$ cat src/rtl/mul_div_unit_if.sv
// EX-stage <-> HI/LO multiply/divide unit bundle.
// master = pipeline EX stage, slave = mul_div_unit.
interface mul_div_unit_if;
  logic        valid;
  logic        flush;
  logic        is_mult;
  logic        is_multu;
  logic        is_div;
  logic        is_divu;
  logic        hi_wen;
  logic        lo_wen;
  logic [31:0] rs_data;
  logic [31:0] rt_data;
  logic        busy;
  logic [31:0] hi;
  logic [31:0] lo;

  modport master (
    output valid, flush,
    output is_mult, is_multu, is_div, is_divu,
    output hi_wen, lo_wen, rs_data, rt_data,
    input  busy, hi, lo
  );

  modport slave (
    input  valid, flush,
    input  is_mult, is_multu, is_div, is_divu,
    input  hi_wen, lo_wen, rs_data, rt_data,
    output busy, hi, lo
  );
endinterface

$ cat src/rtl/mul_div_unit.sv
// Iterative HI/LO multiply/divide unit (32-step shift-add / restoring divide).
// Define MDU_FAST_MUL_EN for a single-cycle multiplier; division stays iterative.
module mul_div_unit #(
  parameter logic [31:0] HILO_RESET = 32'h0
) (
  input logic           clk,
  input logic           reset,
  mul_div_unit_if.slave bus
);

  localparam logic [1:0] IDLE = 2'd0;
  localparam logic [1:0] MUL  = 2'd1;
  localparam logic [1:0] DIV  = 2'd2;
  localparam logic [1:0] DONE = 2'd3;

  logic [1:0]  state_q, state_d;
  logic [4:0]  cnt_q, cnt_d;
  logic [63:0] acc_q, acc_d;
  logic [31:0] op_q, op_d;
  logic        neg_q, neg_d;
  logic        rneg_q, rneg_d;
  logic        dz_q, dz_d;
  logic [31:0] hi_q, hi_d;
  logic [31:0] lo_q, lo_d;

  logic        any_op;
  logic        mul_op;
  logic        sgn;
  logic        issue;
  logic        start;
  logic        last;
  logic [31:0] abs_rs;
  logic [31:0] abs_rt;
  logic [32:0] mul_sum;
  logic [63:0] mul_next;
  logic [32:0] div_trial;
  logic [63:0] div_next;
  logic [63:0] prod_c;
  logic [31:0] quo_c;
  logic [31:0] rem_c;
`ifdef MDU_FAST_MUL_EN
  logic [63:0] fa;
  logic [63:0] fb;
  logic [63:0] fast_prod;
`endif

  always_comb begin
    any_op = bus.is_mult | bus.is_multu
           | bus.is_div | bus.is_divu;
    mul_op = bus.is_mult | bus.is_multu;
    sgn    = bus.is_mult | bus.is_div;
    issue  = bus.valid & ~bus.flush
           & (state_q == IDLE);
    start  = issue & any_op;
    abs_rs = (sgn & bus.rs_data[31])
           ? -bus.rs_data : bus.rs_data;
    abs_rt = (sgn & bus.rt_data[31])
           ? -bus.rt_data : bus.rt_data;
    last   = (cnt_q == 5'd31);

    // Product register: upper half accumulates, multiplier shifts out of bit 0.
    mul_sum  = {1'b0, acc_q[63:32]}
             + (acc_q[0] ? {1'b0, op_q} : 33'd0);
    mul_next = {mul_sum, acc_q[31:1]};

    // Remainder in upper half, dividend/quotient bits in lower half.
    div_trial = acc_q[63:31] - {1'b0, op_q};
    div_next  = div_trial[32]
              ? {acc_q[62:0], 1'b0}
              : {div_trial[31:0], acc_q[30:0], 1'b1};

    prod_c = neg_q  ? -mul_next : mul_next;
    quo_c  = neg_q  ? -div_next[31:0]  : div_next[31:0];
    rem_c  = rneg_q ? -div_next[63:32] : div_next[63:32];

`ifdef MDU_FAST_MUL_EN
    fa = (sgn ? {{32{bus.rs_data[31]}}, bus.rs_data}
              : {32'b0, bus.rs_data});
    fb = (sgn ? {{32{bus.rt_data[31]}}, bus.rt_data}
              : {32'b0, bus.rt_data});
    fast_prod = fa * fb;
    bus.busy = (start & ~mul_op)
             | (state_q == MUL) | (state_q == DIV);
`else
    bus.busy = start
             | (state_q == MUL) | (state_q == DIV);
`endif
  end

  always_comb begin
    state_d = state_q;
    cnt_d   = cnt_q;
    acc_d   = acc_q;
    op_d    = op_q;
    neg_d   = neg_q;
    rneg_d  = rneg_q;
    dz_d    = dz_q;
    hi_d    = hi_q;
    lo_d    = lo_q;

    case (state_q)
      IDLE: begin
        if (issue & bus.hi_wen) hi_d = bus.rs_data;
        if (issue & bus.lo_wen) lo_d = bus.rs_data;
        if (start) begin
          cnt_d  = 5'd0;
          neg_d  = sgn & (bus.rs_data[31] ^ bus.rt_data[31]);
          rneg_d = sgn & bus.rs_data[31];
          dz_d   = (bus.rt_data == 32'd0);
          if (mul_op) begin
`ifdef MDU_FAST_MUL_EN
            {hi_d, lo_d} = fast_prod;
`else
            state_d = MUL;
            acc_d   = {32'b0, abs_rt};
            op_d    = abs_rs;
`endif
          end else begin
            state_d = DIV;
            acc_d   = {32'b0, abs_rs};
            op_d    = abs_rt;
          end
        end
      end
      MUL: begin
        acc_d = mul_next;
        cnt_d = cnt_q + 5'd1;
        if (last) begin
          {hi_d, lo_d} = prod_c;
          state_d      = DONE;
        end
      end
      DIV: begin
        acc_d = div_next;
        cnt_d = cnt_q + 5'd1;
        if (last) begin
          if (!dz_q) begin
            hi_d = rem_c;
            lo_d = quo_c;
          end
          state_d = DONE;
        end
      end
      default: state_d = IDLE;
    endcase

    if (bus.flush) begin
      state_d = IDLE;
      cnt_d   = 5'd0;
      hi_d    = hi_q;
      lo_d    = lo_q;
    end
  end

  always_ff @(posedge clk) begin
    if (reset) begin
      state_q <= IDLE;
      cnt_q   <= 5'd0;
      acc_q   <= 64'd0;
      op_q    <= 32'd0;
      neg_q   <= 1'b0;
      rneg_q  <= 1'b0;
      dz_q    <= 1'b0;
      hi_q    <= HILO_RESET;
      lo_q    <= HILO_RESET;
    end else begin
      state_q <= state_d;
      cnt_q   <= cnt_d;
      acc_q   <= acc_d;
      op_q    <= op_d;
      neg_q   <= neg_d;
      rneg_q  <= rneg_d;
      dz_q    <= dz_d;
      hi_q    <= hi_d;
      lo_q    <= lo_d;
    end
  end

  assign bus.hi = hi_q;
  assign bus.lo = lo_q;

endmodule

$ cat src/flat_wrapper.sv
// flat-port wrapper written by rule: the top's interface ports become plain ports
module mul_div_unit_flat 
#(
  parameter logic [31:0] HILO_RESET = 32'h0
)
  (clk, reset, bus_valid, bus_flush, bus_is_mult, bus_is_multu, bus_is_div, bus_is_divu, bus_hi_wen, bus_lo_wen, bus_rs_data, bus_rt_data, bus_busy, bus_hi, bus_lo);
  mul_div_unit_if bus_i ();
  input logic clk;
  input logic reset;
  input wire logic [$bits(bus_i.valid)-1:0] bus_valid;
  input wire logic [$bits(bus_i.flush)-1:0] bus_flush;
  input wire logic [$bits(bus_i.is_mult)-1:0] bus_is_mult;
  input wire logic [$bits(bus_i.is_multu)-1:0] bus_is_multu;
  input wire logic [$bits(bus_i.is_div)-1:0] bus_is_div;
  input wire logic [$bits(bus_i.is_divu)-1:0] bus_is_divu;
  input wire logic [$bits(bus_i.hi_wen)-1:0] bus_hi_wen;
  input wire logic [$bits(bus_i.lo_wen)-1:0] bus_lo_wen;
  input wire logic [$bits(bus_i.rs_data)-1:0] bus_rs_data;
  input wire logic [$bits(bus_i.rt_data)-1:0] bus_rt_data;
  output wire logic [$bits(bus_i.busy)-1:0] bus_busy;
  output wire logic [$bits(bus_i.hi)-1:0] bus_hi;
  output wire logic [$bits(bus_i.lo)-1:0] bus_lo;
  assign bus_i.valid = bus_valid;
  assign bus_i.flush = bus_flush;
  assign bus_i.is_mult = bus_is_mult;
  assign bus_i.is_multu = bus_is_multu;
  assign bus_i.is_div = bus_is_div;
  assign bus_i.is_divu = bus_is_divu;
  assign bus_i.hi_wen = bus_hi_wen;
  assign bus_i.lo_wen = bus_lo_wen;
  assign bus_i.rs_data = bus_rs_data;
  assign bus_i.rt_data = bus_rt_data;
  assign bus_busy = bus_i.busy;
  assign bus_hi = bus_i.hi;
  assign bus_lo = bus_i.lo;
  mul_div_unit #(.HILO_RESET(HILO_RESET)) u_core (.clk(clk), .reset(reset), .bus(bus_i));
endmodule
$ cat config.mk
export PLATFORM = sky130hd
export DESIGN_NAME = mul_div_unit_flat
export DESIGN_NICKNAME = d
export VERILOG_FILES = /design/src/rtl/mul_div_unit_if.sv /design/src/rtl/mul_div_unit.sv /design/src/flat_wrapper.sv
export SDC_FILE = /design/constraint.sdc
export NUM_CORES = 1
export LEC_CHECK = 0
export CAP_MARGIN = 10
export CORE_MARGIN = 1.5
export CORE_UTILIZATION = 30
export CTS_BUF_LIST = sky130_fd_sc_hd__clkbuf_16
export DETAILED_ROUTE_END_ITERATION = 12
export PLACE_DENSITY = 0.59
export SYNTH_ARGS = -nofsm -noshare
export SYNTH_HDL_FRONTEND = slang
export SYNTH_SLANG_ARGS = --single-unit
$ cat constraint.sdc
create_clock -name clk -period 10.8 [get_ports clk]
set_input_delay 2.16 -clock clk [delete_from_list [all_inputs] [get_ports clk]]
set_output_delay 2.16 -clock clk [all_outputs]
set_load 0.01 [all_outputs]
==> impl_metrics.json <==
{
  "finalNetCount": 2692,
  "wl_met2_mm": 34.6,
  "placedCellCount": 3288,
  "worst_pin_slew_ns": 1.26,
  "grt_max_degree": 93,
  "synthArstFlopShare_pct": 0,
  "p_comb_share_pct": 34.8,
  "cts_inserted_buffers": 17,
  "worstSetupPathType": "in2out",
  "antenna_found_initial": 3,
  "chipWidth_um": 244,
  "track_usage_pct": 25.6,
  "seq_area_um2": 3400,
  "dieArea_um2": 59700,
  "hp-class": "reg2reg",
  "io_buffers": 138,
  "crit_buf_inv": 3,
  "cts.sinks": 170,
  "ir_drop_mv": 0.102,
  "mostFrequentLayoutCells": "nand2_1 (346), nor2_1 (302), a21oi_1 (272), dfxtp_1 (169), o21ai_0 (149)",
  "swShare_pct": 39.4,
  "status": "finished clean",
  "synth_edf_count": 0,
  "fin_skew_ns": 0.0154,
  "cts.path.max_buffers": 2,
  "clockPowerShare_pct": 32.2,
  "syn-instance-count": 2563,
  "insertion_delay_ns": 0.47,
  "first_pass_iters": 8,
  "power.density_nw_per_um2": 108,
  "hold_viol": 0,
  "wl_per_cell_um": 23.6,
  "syn_nets": 2713,
  "h-tree-depth": 4,
  "power_leakage_nw": 7.10,
  "whs_ns": 0.453,
  "ys_seq_elements": 170,
  "multi_input_area_um2": 13100,
  "relSlewSlack_pct": 15.7,
  "initial_core_util_pct": 30.3,
  "crit_fanout": 44,
  "ioPinCount": 139,
  "power_frac_seq_pct": 33.0,
  "grt_pass1_wl_mm": 117,
  "instances_no_fill": 3322,
  "drive_above_1_share_pct": 3.99,
  "required_ns": 8.64,
  "gp_congestion": 0.979,
  "cts_resized": 0,
  "syn2layout_area_growth_pct": 14.0,
  "topRoutingLayerUsed": "met5",
  "clock-root-buffer": "clkbuf_16",
  "grt_pass1_vias": 18600,
  "grt_overflow": 0,
  "via_per_inst": 6.05,
  "mostFrequentLayoutCell": "nand2_1",
  "synthFlopType": "dfxtp_1",
  "crit_path_cell_trace": "clkdlybuf4s50_1, or2_2, o311ai_4, buf_4, nand3_1, clkdlybuf4s50_1",
  "rsz0062_at_grt": "no",
  "worstPathArrival_ns": 4.66,
  "max_cap_viol_count": 0,
  "syn-cell-area_um2": 17500,
  "maxSlewViolCount": 0,
  "avgSynthCellArea_um2": 6.81,
  "post-cts-setup-buffer-count": 0,
  "ant_nets": 0,
  "yosysSeqAreaShare_pct": 19.5,
  "holdBufCountCts": 0,
  "fp.coreArea_um2": 57600,
  "period_needed_ns": 6.82,
  "yosys_warnings": 0,
  "die_y_um": 244,
  "end_kind": "output pin",
  "drtIter0Drc": 2274,
  "tritoncts": "built",
  "slowest_stage": "clkdlybuf4s50_1",
  "num_rows": 88,
  "cpMostUsedCell": "clkdlybuf4s50_1",
  "yosysUniqueCellTypes": 85,
  "fmax_mhz": 147,
  "drc": 0,
  "route.met3.wl_mm": 7.51,
  "setup_viol_count_final": 0,
  "path_clk_slew_ns": 0.07,
  "crit_path_start_kind": "input port",
  "dp_hpwl_mm": 60.2,
  "nFillCells": 6204,
  "wl_mm": 78.4,
  "wl_met1_mm": 33.6,
  "p_int_mw": 1.31,
  "vias": 20100,
  "max_stage_delay_ns": 0.58,
  "switchingPower_uw": 850,
  "crit_family": "buffers and inverters",
  "setup_tns_ns": 0,
  "finalCritPeriodShare_pct": 63.1
}
-- cell type report --
| cell class | instances | area share [%] |
|---|---|---|
| Timing Repair Buffer | 161 | 7.79 |
| Multi-Input combinational cell | 2129 | 65.9 |
| Tap cell | 765 | 4.81 |
| Clock buffer | 17 | 2.14 |
| Sequential cell | 170 | 17.1 |
| Inverter | 63 | 1.19 |
| Clock inverter | 15 | 1.06 |
| Antenna cell | 2 | 0.0251 |
-- worst paths after layout --
path / cells after the start / from / to / slack [ns]
setup / recovery: 6 / bus_is_mult / bus_busy / 3.98
setup reg to reg: 18 / u_core.acc_q[31]$_SDFFE_PP0P_ / u_core.bus.hi[31]$_SDFFE_PP0P_ / 4.22
hold reg to reg: 2 / u_core.bus.hi[10]$_SDFFE_PP0P_ / u_core.bus.hi[10]$_SDFFE_PP0P_ / 0.45
hold / removal: 2 / u_core.bus.hi[10]$_SDFFE_PP0P_ / u_core.bus.hi[10]$_SDFFE_PP0P_ / 0.45
-- registers in the layout, indices dropped and copies added (netlist names) --
signal,cells
u_core.acc_q,64
u_core.bus.hi,32
u_core.bus.lo,32
u_core.op_q,32
u_core.cnt_q,5
u_core.state_q,2
u_core.dz_q,1
u_core.neg_q,1
u_core.rneg_q,1
-- Yosys cell counts (10+ instances only) --
| master | number | area share, % |
|---|---|---|
| nor3_1 | 82 | 2.3 |
| mux2i_1 | 32 | 1.8 |
| dfxtp_1 | 170 | 19 |
| buf_1 | 19 | 0.41 |
| and3_1 | 16 | 0.57 |
| nand4_1 | 13 | 0.47 |
| o31ai_1 | 38 | 1.6 |
| or4_1 | 24 | 1.0 |
| nor2_1 | 303 | 6.5 |
| o21a_1 | 23 | 0.99 |
| or2_2 | 10 | 0.36 |
| o211ai_1 | 34 | 1.5 |
| a22oi_1 | 42 | 1.8 |
| a211o_1 | 16 | 0.80 |
| o21ai_0 | 149 | 4.3 |
| ha_1 | 74 | 5.3 |
| or3_1 | 40 | 1.4 |
| and2_1 | 22 | 0.79 |
| nor4_1 | 22 | 0.79 |
| a221o_1 | 13 | 0.74 |
| xor2_1 | 77 | 3.9 |
| inv_1 | 60 | 1.3 |
| a21oi_1 | 273 | 7.8 |
| a21boi_0 | 14 | 0.60 |
| a221oi_1 | 46 | 2.3 |
| nand3_1 | 55 | 1.6 |
| xnor2_1 | 139 | 7.0 |
| a211oi_1 | 36 | 1.5 |
| clkbuf_1 | 172 | 3.7 |
| nand2_1 | 347 | 7.5 |
| o41ai_1 | 17 | 0.85 |
-- power by group through the flow --
stage	clock, mW	combinational, mW	sequential, mW
2_1_floorplan	0	0.494	0.686
3_3_place_gp	0	0.725	0.721
3_5_place_dp	0	0.728	0.722
4_1_cts	0.702	0.732	0.707
5_1_grt	0.727	0.804	0.713
6_report	0.694	0.751	0.712
-- routing by layer --
layer  GRT usage, %  up-vias
met5              0        -
met4           9.48        4
met3           5.77      157
met2           40.1     1055
met1           34.1     9648
li1               -     9224
-- cells by family (layout without fill, tap and decap cells) --
kind of cell	after synthesis	count (layout)	share of synthesized area, %
buffers and inverters	264	256	5.80
other	0	2	0
DFF	170	170	19.5
muxes	41	41	2.41
adders and majority gates	76	76	5.53
and+or+nand+nor	987	987	25.8
AOI/OAI and AO/OA	809	809	30.1
xor gates and xnor gates	216	216	10.8
-- stage by stage --
step	utilization (%)	cell area, µm²	setup WS, ns	total power [mW]
5_1_grt	34.6	19900	3.89	2.24
6_report	34.6	19900	3.98	2.16
3_3_place_gp	33.4	19300	3.97	1.45
4_1_cts	34.6	19900	3.99	2.14
3_5_place_dp	33.4	19300	3.99	1.45
2_1_floorplan	-	17500	5.01	1.18
-- worst register-to-register path, stage by stage (launching register included) --
cell      delay [ns]
dfxtp_1         0.59
inv_1           0.09
ha_1            0.22
fa_1            0.44
nor2b_1         0.19
o31a_1          0.40
o21ai_0         0.33
a211oi_2        0.33
mux2i_1         0.11
buf_4           0.16
nor2_4          0.49
buf_4           0.54
inv_2           0.46
nor4_1          0.46
o211ai_1        0.34
or4b_1          0.66
or3_1           0.37
a21oi_1         0.17
o32ai_1         0.09
Note: power is estimated with default switching activity, not from simulation.
